## config.mk

```make
export PLATFORM = sky130hd
export DESIGN_NAME = stopwatch_core
export DESIGN_NICKNAME = d
export VERILOG_FILES = /design/src/rtl/stopwatch_pkg.sv /design/src/rtl/stopwatch_core_btn_debounce.sv /design/src/rtl/stopwatch_core.sv
export SDC_FILE = /design/constraint.sdc
export NUM_CORES = 1
export LEC_CHECK = 0
export CORE_MARGIN = 5
export CORE_UTILIZATION = 35
export CTS_CLUSTER_SIZE = 14
export DETAILED_ROUTE_END_ITERATION = 12
export SLEW_MARGIN = 30
export SYNTH_ARGS = -nofsm -noshare
export SYNTH_HDL_FRONTEND = slang
export SYNTH_SLANG_ARGS = --single-unit
```

## constraint.sdc

```tcl
create_clock -name clk -period 2.35 [get_ports clk]
set_input_delay 0.47 -clock clk [delete_from_list [all_inputs] [get_ports clk]]
set_output_delay 0.47 -clock clk [all_outputs]
set_load 0.02 [all_outputs]
```

## src/rtl/stopwatch_pkg.sv

```systemverilog
// Shared types and constants for the stopwatch timing core.
// Digit segment table, button indices and BCD count struct.
package stopwatch_pkg;

  typedef enum logic [1:0] {
    IDLE  = 2'd0,
    RUN   = 2'd1,
    PAUSE = 2'd2
  } state_t;

  typedef struct packed {
    logic [3:0] tens;
    logic [3:0] ones;
  } bcd2_t;

  localparam int BTN_START = 0;
  localparam int BTN_CLEAR = 1;
  localparam int BTN_LAP   = 2;

  localparam logic [6:0] SEG_DIGIT [0:9] = '{
    7'h3F, 7'h06, 7'h5B, 7'h4F, 7'h66,
    7'h6D, 7'h7D, 7'h07, 7'h7F, 7'h6F
  };

  // Codes above 9 never occur; blank them rather than index past the table.
  function automatic logic [6:0] seg_decode(input logic [3:0] d);
    if (d > 4'd9) return 7'h00;
    return SEG_DIGIT[d];
  endfunction

endpackage

```

## src/rtl/stopwatch_core_btn_debounce.sv

```systemverilog
// One push-button: 2-FF synchronizer, stability counter and
// a registered rising-edge pulse on the accepted level.
module btn_debounce #(
  parameter int DEB_CYCLES = 65_536
) (
  input  logic clk,
  input  logic reset,
  input  logic raw,
  output logic pulse
);

  localparam int CW = $clog2(DEB_CYCLES);

  logic          sync1;
  logic          sync2;
  logic          level;
  logic          level_q;
  logic [CW-1:0] cnt;

  always_ff @(posedge clk) begin
    if (reset) begin
      sync1   <= 1'b0;
      sync2   <= 1'b0;
      level   <= 1'b0;
      level_q <= 1'b0;
      cnt     <= '0;
      pulse   <= 1'b0;
    end else begin
      sync1   <= raw;
      sync2   <= sync1;
      level_q <= level;
      pulse   <= level & ~level_q;
      if (sync2 == level) begin
        cnt <= '0;
      end else if (cnt == CW'(DEB_CYCLES - 1)) begin
        level <= sync2;
        cnt   <= '0;
      end else begin
        cnt <= cnt + CW'(1);
      end
    end
  end

endmodule

```

## src/rtl/stopwatch_core.sv

```systemverilog
// Stopwatch timing core: debounced buttons, run/pause/lap FSM,
// BCD seconds count and registered seven-segment digit decode.
module stopwatch_core
  import stopwatch_pkg::*;
#(
  parameter int TICK_DIV   = 20_000_000,
  parameter int DEB_CYCLES = 65_536,
  parameter int MAX_COUNT  = 59
) (
  input  logic       clk,
  input  logic       reset,
  input  logic [3:0] btn,
  output logic [6:0] tens_seg,
  output logic [6:0] ones_seg,
  output logic       running,
  output logic       lap_active,
  output logic       tick
);

  localparam int PW = $clog2(TICK_DIV);
  localparam bcd2_t MAX_BCD = '{
    tens: 4'(MAX_COUNT / 10),
    ones: 4'(MAX_COUNT % 10)
  };

  logic [2:0] pulse;
  logic       unused_btn;

  assign unused_btn = btn[3];

  for (genvar i = 0; i < 3; i++) begin : g_deb
    btn_debounce #(
      .DEB_CYCLES(DEB_CYCLES)
    ) u_deb (
      .clk  (clk),
      .reset(reset),
      .raw  (btn[i]),
      .pulse(pulse[i])
    );
  end

  logic clr;
  logic ss;
  logic lp;

  assign clr = pulse[BTN_CLEAR];
  assign ss  = pulse[BTN_START];
  assign lp  = pulse[BTN_LAP];

  state_t        state;
  bcd2_t         count;
  bcd2_t         disp;
  logic [PW-1:0] presc;
  logic          advance;
  logic          wrap;

  // Prescaler freezes on the pulse edge so a pause keeps the partial second.
  assign advance = (state == RUN) && !clr && !ss;
  assign wrap    = (presc == PW'(TICK_DIV - 1));

  function automatic bcd2_t bcd_inc(input bcd2_t c);
    bcd2_t r;
    r = c;
    if (c == MAX_BCD) begin
      r = '0;
    end else if (c.ones == 4'd9) begin
      r.ones = 4'd0;
      r.tens = c.tens + 4'd1;
    end else begin
      r.ones = c.ones + 4'd1;
    end
    return r;
  endfunction

  always_ff @(posedge clk) begin
    if (reset) begin
      state      <= IDLE;
      count      <= '0;
      disp       <= '0;
      presc      <= '0;
      lap_active <= 1'b0;
      running    <= 1'b0;
      tick       <= 1'b0;
      tens_seg   <= 7'h3F;
      ones_seg   <= 7'h3F;
    end else begin
      tick     <= 1'b0;
      tens_seg <= seg_decode(disp.tens);
      ones_seg <= seg_decode(disp.ones);
      if (!lap_active) disp <= count;
      if (advance) begin
        if (wrap) begin
          presc <= '0;
          tick  <= 1'b1;
          count <= bcd_inc(count);
        end else begin
          presc <= presc + PW'(1);
        end
      end
      if (clr) begin
        state      <= IDLE;
        count      <= '0;
        presc      <= '0;
        lap_active <= 1'b0;
        running    <= 1'b0;
      end else if (ss) begin
        state   <= (state == RUN) ? PAUSE : RUN;
        running <= (state != RUN);
      end else if (lp) begin
        unique case (1'b1)
          state == RUN:   lap_active <= ~lap_active;
          state == PAUSE: lap_active <= 1'b0;
          default:        ;
        endcase
      end
    end
  end

endmodule

```

==> reports/metrics.yaml <==
clock_network:
  cts-root-buf: "clkbuf_16"
  cts_buffer_depth: 2
  cts_made_buffers: 17
  cts_tree: "yes"
  cts.sinks: 122
  post_cts_resized: 0
  post-cts-setup-buffers: 0
  clk_latency_ns: 0.41
  htree_levels: 4
  clkTransAtPathRegs_ns: 0.05
  hold_buffers: 0
floorplanning:
  ios: 23
  die_h_um: 134.1
  core.rowCount: 45
  fp.coreArea_um2: 15150
  die_area_um2: 17970
  start_util_pct: 35.56
  die_w_um: 134.1
synthesis:
  ys_types: 41
  syn_area_um2: 5386
  synth_warnings: 0
  ys_top_cells_by_area: "dfxtp_1, nor2_1, xor2_1"
  netlist.area_leader.share_pct: 45.34
  synth_edf_count: 0
  synth_common_cells: "dfxtp_1, nor2_1, a21oi_1"
  seq_area_frac_synth_pct: 45.34
  yosys.area.top_type: "dfxtp_1"
  synth-async-reset-ratio_pct: 0
  synth_nets: 632
  synth-seq-cells: 122
  synth.avg_cell_area_um2: 8.888
  syn_inst: 606
  synth-main-ff-cell: "dfxtp_1"
  synth_most_common_cell: "dfxtp_1"
timing:
  hold_viol_final: 0
  slew_headroom_pct: 42.30
  max_freq_mhz: 448.4
  period_needed_ns: 2.230
  setup_viol: 0
  rsz0062_at_grt: "false"
  finalMaxSlewViolations: 0
  clock_skew_ns: 0.006261
  whs_ns: 0.3864
  worst_slew_pin_slew_ns: 0.8637
  fin_crit_sh_pct: 94.91
  fin_setup_tns_ns: 0
drt:
  drtPass1Iterations: 5
  wl_um: 10850
  drt-initial-drc-count: 113
  wl_per_cell_um: 12.84
  vias: 4300
  ant_nets: 0
  viasPerCell: 5.089
  drcViolationCount: 0
critical_path:
  r2r_slack_ns: 0.12
  worstPathArrival_ns: 2.57
  crit_path_start: "presc[14]"
  critPathMaxFanout: 7
  crit_required_ns: 2.69
  cp-start-kind: "register"
  cp_slowest_cell: "or4_1"
  reg2reg_from: "presc[14]"
  rr_worst_depth: 4
  max_stage_delay_ns: 0.59
  path_cells: "or4_1 > or4_4 > or4_1 > a21oi_1"
  path_class: "reg -> reg"
  cp_common_cell: "or4_1"
  cp-endpoint: "count[3]"
  r2r_end: "count[3]"
  cp-end-kind: "register"
run_status:
  status: "complete, no violations"
placed_design:
  gp_congestion: 0.7761
  io_buffers: 21
  place_hpwl_um: 7540
cells_and_area:
  drive_gt1_share_pct: 9.132
  nNetsFinal: 671
  final_util_pct: 43.02
  synthToLayoutAreaGrowth_pct: 20.95
  diodes: 0
global_route:
  grt_pass1_vias: 4251
  grt_antenna_before_repair: 0
  grt_max_degree: 22
  grt_util_all_layers_pct: 12.72
  grt_pass1_wl_um: 19040
  overflow: 0
power_and_ir_drop:
  ir_drop_uv: 556.1
  leakage_nw: 2.281
  p_total_mw: 4.753
  p_per_area_nw_per_um2: 729.5
run:
  cap_violations: 0
min_path:
  hold_class: "reg -> reg"
[layout by cell type (no fill, tap or decap), types with 4 or more instances in the layout]
cell,Yosys,layout
clkinv_2,0,4
a21oi_1,34,34
xor2_1,32,32
o31ai_1,14,13
nor2b_1,11,11
clkbuf_16,0,17
clkdlybuf4s50_1,0,21
dfxtp_1,122,122
nand4_1,25,25
o21ai_0,22,21
nand2_1,33,33
nand2b_1,11,11
or3_1,18,18
and2_1,5,5
nor4_1,4,4
and4_1,11,11
nor2_1,78,78
ha_1,20,20
a21boi_0,4,4
a21o_1,11,11
nor3_1,9,9
and3_1,6,6
mux2i_1,13,13
buf_4,0,22
or4_1,19,17
inv_1,24,24
nand3_1,25,25
xnor2_1,13,13
[routing by layer]
metal / wire length (um) / GRT usage (%) / up-vias
met2: 5236 / 21.11 / 59
met4: 148 / 4.525 / 0
li1: - / - / 2213
met1: 5100 / 15.12 / 2013
met3: 366 / 4.801 / 15
met5: 0 / 0 / -
[through the flow]
stage / area [um^2] / instances / setup WS (ns)
floorplan: 5386 / 606 / 0.1822
global placement: 5907 / 814 / 0.07731
detailed placement: 5907 / 814 / 0.07383
CTS: 6502 / 845 / 0.04829
global route: 6515 / 845 / 0.01223
finish: 6515 / 845 / 0.1197
[area by class of cell]
cell class | count | area (um^2)
clock inverters | 8 | 117.6
repair buffers | 43 | 375.4
fillers | 1446 | 8631
clock buffers | 23 | 478.0
well taps | 188 | 235.2
multi-input cells | 437 | 2776
flip-flops and latches | 122 | 2442
inverters | 24 | 90.09
[worst max-delay path, delay by kind of cell, from the launching register on]
family          cells  cell delay [ns]
compound gates      1             0.15
flops               1             0.35
simple gates        3             1.66
[worst min path at each step]
stage	start	end	cells past startpoint
after floorplan	g_deb[1].u_deb.level_q	g_deb[1].u_deb.pulse	1
final	g_deb[0].u_deb.level_q	g_deb[0].u_deb.pulse	1
after detailed placement	g_deb[1].u_deb.level_q	g_deb[1].u_deb.pulse	1
after global placement	g_deb[0].u_deb.level_q	g_deb[0].u_deb.pulse	1
after global routing	g_deb[1].u_deb.level_q	g_deb[1].u_deb.pulse	1
after CTS	g_deb[0].u_deb.level_q	g_deb[0].u_deb.pulse	1
[cell families (layout without fill, tap and decap cells)]
group / Yosys count / after routing / share of synthesized area, %
simple gates: 268 / 268 / 26.71
flops: 122 / 122 / 45.34
compound gates: 90 / 90 / 10.01
buf+inv: 47 / 98 / 3.345
xor+xnor: 45 / 45 / 7.317
fa+ha+maj: 20 / 20 / 4.646
mux: 14 / 14 / 2.625
[registers in the layout, summed over array words and instances (netlist names)]
signal,flops
tens_seg,7
count,8
g_deb.u_deb.pulse,3
tick,1
g_deb.u_deb.level_q,3
disp,8
ones_seg,7
lap_active,1
g_deb.u_deb.sync2,3
g_deb.u_deb.sync1,3
presc,25
g_deb.u_deb.level,3
g_deb.u_deb.cnt,48
state,2
[power by group]
part           internal [mW]  switching [mW]  total [mW]
logic                 0.0230          0.0339      0.0568
registers               2.08         0.00324        2.08
clock network           1.74           0.879        2.62
total                   3.84           0.916        4.75
Note: power is estimated with default switching activity, not from simulation.
